[src/rtl/ctrl_50mhz.sv]
// 50 MHz write-side controller: deserializes a gated MSB-first bit stream,
// frames packets on a header byte and pushes payload bytes into the async FIFO.
module ctrl_50mhz #(
  parameter logic [7:0] HDR_A = 8'hA5,
  parameter logic [7:0] HDR_B = 8'hC3
) (
  input  logic       clk,
  input  logic       reset,
  input  logic       serial_data,
  input  logic       data_ena,
  input  logic       fifo_full,
  output logic       fifo_wr,
  output logic [7:0] fifo_data,
  output logic       overflow,
  output logic       pkt_err
);

  typedef enum logic [1:0] {
    IDLE = 2'd0,
    HDR  = 2'd1,
    DATA = 2'd2,
    DROP = 2'd3
  } state_t;

  state_t     state;
  logic [2:0] bit_cnt;
  logic [7:0] shift_reg;
  logic [7:0] byte_in;
  logic       byte_done;

  // byte_in is the complete byte on the cycle its 8th bit is on serial_data.
  assign byte_in   = {shift_reg[6:0], serial_data};
  assign byte_done = data_ena && (bit_cnt == 3'd7);

  // FIFO write protocol: fifo_wr is a single-cycle strobe with fifo_data valid
  // in the same cycle; fifo_full is sampled on the byte_done cycle and a byte
  // that meets a full FIFO is dropped and recorded in the sticky overflow flag.
  always_ff @(posedge clk) begin
    if (reset) begin
      state     <= IDLE;
      bit_cnt   <= 3'd0;
      shift_reg <= 8'd0;
      fifo_wr   <= 1'b0;
      fifo_data <= 8'd0;
      overflow  <= 1'b0;
      pkt_err   <= 1'b0;
    end else begin
      fifo_wr <= 1'b0;
      pkt_err <= 1'b0;
      case (state)
        IDLE: begin
          if (data_ena) begin
            shift_reg <= byte_in;
            bit_cnt   <= bit_cnt + 3'd1;
            state     <= HDR;
          end
        end
        HDR: begin
          if (data_ena) begin
            shift_reg <= byte_in;
            bit_cnt   <= bit_cnt + 3'd1;
            if (byte_done) begin
              if ((byte_in == HDR_A) || (byte_in == HDR_B)) begin
                state <= DATA;
              end else begin
                state   <= DROP;
                pkt_err <= 1'b1;
              end
            end
          end else begin
            state   <= IDLE;
            bit_cnt <= 3'd0;
            pkt_err <= 1'b1;
          end
        end
        DATA: begin
          if (data_ena) begin
            shift_reg <= byte_in;
            bit_cnt   <= bit_cnt + 3'd1;
            if (byte_done) begin
              if (!fifo_full) begin
                fifo_wr   <= 1'b1;
                fifo_data <= byte_in;
              end else begin
                overflow <= 1'b1;
              end
            end
          end else begin
            // A non-zero count here means the packet ended mid-byte.
            state   <= IDLE;
            bit_cnt <= 3'd0;
            pkt_err <= (bit_cnt != 3'd0);
          end
        end
        DROP: begin
          if (!data_ena) begin
            state   <= IDLE;
            bit_cnt <= 3'd0;
          end
        end
        default: begin
          state   <= IDLE;
          bit_cnt <= 3'd0;
        end
      endcase
    end
  end

endmodule

[config.mk]
export PLATFORM = sky130hd
export DESIGN_NAME = ctrl_50mhz
export DESIGN_NICKNAME = d
export VERILOG_FILES = /design/src/rtl/ctrl_50mhz.sv
export SDC_FILE = /design/constraint.sdc
export NUM_CORES = 1
export LEC_CHECK = 0
export CAP_MARGIN = 25
export CORE_MARGIN = 5
export CORE_UTILIZATION = 55
export DETAILED_ROUTE_END_ITERATION = 8
export GPL_ROUTABILITY_DRIVEN = 0
export GPL_TIMING_DRIVEN = 0
export HOLD_SLACK_MARGIN = 0.15
export PLACE_DENSITY = 0.81
export SLEW_MARGIN = 5
export SYNTH_ARGS = -nofsm -noshare
export SYNTH_HDL_FRONTEND = slang
export SYNTH_SLANG_ARGS = --single-unit
export TNS_END_PERCENT = 5
[constraint.sdc]
create_clock -name clk -period 3.5 [get_ports clk]
set_input_delay 0.35 -clock clk [delete_from_list [all_inputs] [get_ports clk]]
set_output_delay 0.35 -clock clk [all_outputs]
set_load 0.01 [all_outputs]
* Word-level counts from Yosys, hierarchy flattened
Index checks and enable logic that the tools add are counted.
** Storage, ports and cells
- Memory bits (writable) :: 0
- Flip-flop bits (word level) :: 23
- Latch bits :: 0
- ROM bits :: 0
- Word-level logic and storage cells :: 51
- Memories :: 0
** Cells by class
- Multiplexer cells :: 16
- Divide/modulo/power cells :: 0
- Multipliers :: 0
- Bitwise gates (word level) :: 4
- Reduce and logical (&&, ||, !) cells :: 13
- Equal/unequal tests :: 10
- Add/sub/neg operators :: 1
- Magnitude comparators :: 0
- Shift-type cells :: 0
** Operators by type and width (number)
- == test 8 bit (second input constant) :: 2
- two-way mux 3 bit :: 3
- case mux 3 bit (3 select lines) :: 1
- two-way mux 2 bit :: 4
- AND reduction 4 bit :: 2
- two-way mux 1 bit :: 6
- inequality test 2 bit (second input constant) :: 3
- case mux 2 bit (3 select lines) :: 1
- == test 2 bit (second input constant) :: 2
- inverter 1 bit :: 4
- AND reduction 2 bit :: 2
- OR reduction 2 bit :: 2
- OR reduction 4 bit :: 1
- adder 3 x 1 -> 3 bit (second input constant) :: 1
- == test 3 bit (second input constant) :: 1
- inequality test 3 bit (second input constant) :: 1
- AND reduction 3 bit :: 1
- nonzero test 3 bit :: 1
- OR reduction 3 bit :: 1
- == test 2 x 1 -> 1 bit (second input constant) :: 1
- zero test 2 bit :: 1
- case mux 1 bit (2 select lines) :: 1
- logical AND 1 bit :: 1
- logical OR 1 bit :: 1

* Longest topological paths before layout
- Depth after elaboration :: 6
- Depth in mapped cells :: 7
- Depth with buffers taken out :: 6

* Worst setup path after synthesis
OpenSTA, ideal clock, no wires.
- Kind :: register -> register
- From :: reg bit_cnt[0]
- To :: reg fifo_data[0]
- Stages on the path, launching flop included :: 8
- Data required time :: 3.368 ns
- Arrival :: 1.312 ns
- Path slack :: 2.056 ns
- Setup time :: 0.132 ns
- Period minus slack after synthesis :: 1.444 ns
- Path through :: dfxtp_1 -> ha_1 -> ha_1 -> nand3_1 -> or2_2 -> buf_2 -> nand2_1 -> a21oi_1
** On the way
- Cells in the longest elaborated chain, start to end :: 3
** Ends and longest elaborated chain
- from (decl) :: RTL line 26 : logic [2:0] bit_cnt;
- from (signal assigned) :: RTL line 54 : bit_cnt <= bit_cnt + 3'd1;
- from (signal assigned) :: RTL line 61 : bit_cnt <= bit_cnt + 3'd1;
- from (signal assigned) :: RTL line 79 : bit_cnt <= bit_cnt + 3'd1;
- == test 3 bit :: RTL line 33 : assign byte_done = data_ena && (bit_cnt == 3'd7);
- logical AND 1 bit :: RTL line 33
- AND reduction 4 bit (no source line)
- to (signal assigned) :: RTL line 83 : fifo_data <= byte_in;
- to (decl) :: RTL line 13 : output logic [7:0] fifo_data,
No other way between the ends.
A chain may end at the register's enable or synchronous reset.

* Worst setup path after layout
- From :: reg bit_cnt[0]
- To :: reg fifo_data[2]
The elaborated chain is that of the path after synthesis.

==> out/metrics.cfg <==
[floorplan]
initial_utilization_pct = 58.7
die_x_um = 53.2
design.core.area_um2 = 1750
dieArea_um2 = 2830
chipHeight_um = 53.2
placementRows = 15
floorplan.io_pins = 16

[power_and_ir_drop]
static-leakage-power_nw = 0.468
finalPower_mw = 0.452
power_density_nw_per_um2 = 369
worst_ir_drop_vdd_uv = 232

[place]
place.port_buffers = 14
placedCellCount = 153
dp_hpwl_um = 1460
placement.cell_area_um2 = 1200
dp_slack_ns = 1.90

[yosys]
synth_compound_area_share_pct = 12.5
synth.lib_cells_used.distinct = 24
synthCells = 114
number_of_flops_mapped_to_enable_cells_by_yosys = 0
adder_cell_area_share_of_the_yosys_netlist_pct = 9.77
synthFlopType = dfxtp_1
total_nets_after_synthesis = 127
synth_simple_gate_area_share_pct = 20.9
ys_async_sr_fraction_pct = 0
largest_family_of_logic_cells_by_synthesized_area = simple AND/OR/NAND/NOR gates
syn_area_um2 = 1020
ys_ff_latch = 23
syn-mean-instance-area_um2 = 8.99
yosysWarningCount = 0
post_synth_xor_area_fraction_pct = 0
synth.area.mux_share_pct = 7.94
fraction_of_the_yosys_area_taken_by_sequential_cells_pct = 44.9

[clock_tree]
cts_root_buffer = clkbuf_4
postCtsHoldBufs = 0
clk_latency_ns = 0.31
clock_tree_sinks = 23
postCtsSetupBuffers = 0
cts.repair.resized = 0
tritoncts.num_buffers = 3
htree_levels = 1
clock_path_buffers = 2
path_clk_slew_ns = 0.13
tritoncts = built

[finish]
area_growth_syn_to_layout_pct = 19.3
fillerInstances = 152
largest_reg_flops = 8
post_route_cells_drive_above_1_share_pct = 8.33
stdcell_count = 157
postLayoutCellArea_um2 = 1220
post-route-util_pct = 70.0
fin_nets = 146
num_antenna_cells = 0

[critical_path]
timing.critical_path.fanout_max = 8
timing.critical_path.to_type = flop
timing.reg2reg.worst_path_depth = 6
rr_startpoint = bit_cnt[0]
critical_path.startpoint_type = flop
critical_path_class = reg -> reg
crit_start = bit_cnt[0]
required_ns = 3.75
cp.arrival_ns = 1.90

[detailed_routing]
drt_wl_total_um = 1940
routed_via_density = 5.24
number_of_routed_nets_with_antenna_violations = 0
drt_iter0_drc = 9
vias = 823
drt-wirelength-per-cell_um = 12.4
drt-pass1-iter-count = 4
drt_drc_violations_left = 0

[sta]
final-setup-viol-count = 0
hold_ws_ns = 0.398
finalSetupTns_ns = 0
timing_max_transition_violations_final = 0
final_critical_path_setup_slack_ns = 1.85
fin_skew_ns = 0.00323
tightestPinTransition_ns = 0.523
maxClockFrequency_mhz = 606
final.min_clock_period_ns = 1.65
max_transition_margin_pct = 65.0
hold_viol_final = 0
min_period_over_period_pct = 47.2
rsz0062_at_grt = no

[outcome]
outcome = complete, no violations

[global_routing]
globalRouteOverflowTotal = 0
wire_length_of_the_first_global_routing_pass_um = 3330
first_global_vias = 785
largest_net_degree_at_the_start_of_global_routing = 13
number_of_antenna_violations_at_the_first_check_in_global_routing = 0
grt_use_total_pct = 16.0

[run]
drv.max_cap_violation_count = 0

[hold_path]
min_path_type = in -> reg
holdCritStartpoint = data_ena
whs_path_depth = 3

## Yosys cell counts (3+ instances only)
library cell	number	area, µm²
buf_2	3	15.0
inv_1	5	18.8
mux2i_1	7	70.1
nor2_1	17	63.8
dfxtp_1	23	460
nand2b_1	3	18.8
ha_1	8	100
nand2_1	17	63.8
a21oi_1	12	60.1
## worst max-delay path, cell delays in order (launching register included)
cell and delay (ns):
dfxtp_1 0.39, ha_1 0.17, ha_1 0.23, nand3_1 0.11, nor2_1 0.42, nand2_1 0.12, a21oi_1 0.15
## layout by cell type, fill, tap and decap left out, types with 2 or more instances in the layout
master,Yosys,final
dfxtp_1,23,23
nor2_1,17,17
nand2_1,17,17
clkdlybuf4s50_1,0,14
a21oi_1,12,12
ha_1,8,8
mux2i_1,7,7
inv_1,5,5
clkbuf_1,2,3
buf_2,3,3
nand2b_1,3,3
clkbuf_4,0,3
a22oi_1,2,2
nor3_1,2,2
a31oi_1,2,2
## report_power, final
| group | total [mW] | internal (mW) | switching [mW] |
|---|---|---|---|
| sequential | 0.274 | 0.268 | 0.00553 |
| combinational | 0.0527 | 0.0229 | 0.0298 |
| clock | 0.125 | 0.0446 | 0.0806 |
## logic make-up after synthesis
group,after synthesis
simple gates,45
flops,23
compound gates,20
buf+inv,10
mux,8
fa+ha+maj,8
## layout make-up
type	count	area, µm²	area share (%)
multi-input combinational	81	523	42.8
sequential	23	460	37.7
timing repair buffer	14	140	11.5
tap	25	31.3	2.56
clock buffer	4	26.3	2.15
buffer	5	22.5	1.84
inverter	5	18.8	1.54
## final timing paths
check	endpoint	slack (ns)
max	fifo_data[2]	1.85
min reg2reg	fifo_data[6]	0.46
min	state[1]	0.40
max reg2reg	fifo_data[2]	1.85
## routing by layer
| layer | vias to the layer above | global-route usage (%) | part of all wire [%] |
|---|---|---|---|
| met2 | 20 | 25.8 | 46 |
| met4 | 0 | 8.51 | 2.3 |
| met5 | - | 0 | 0 |
| met1 | 374 | 19.9 | 48 |
| met3 | 5 | 3.38 | 4.0 |
| li1 | 424 | - | - |
Power figures use the tool's default switching activity.
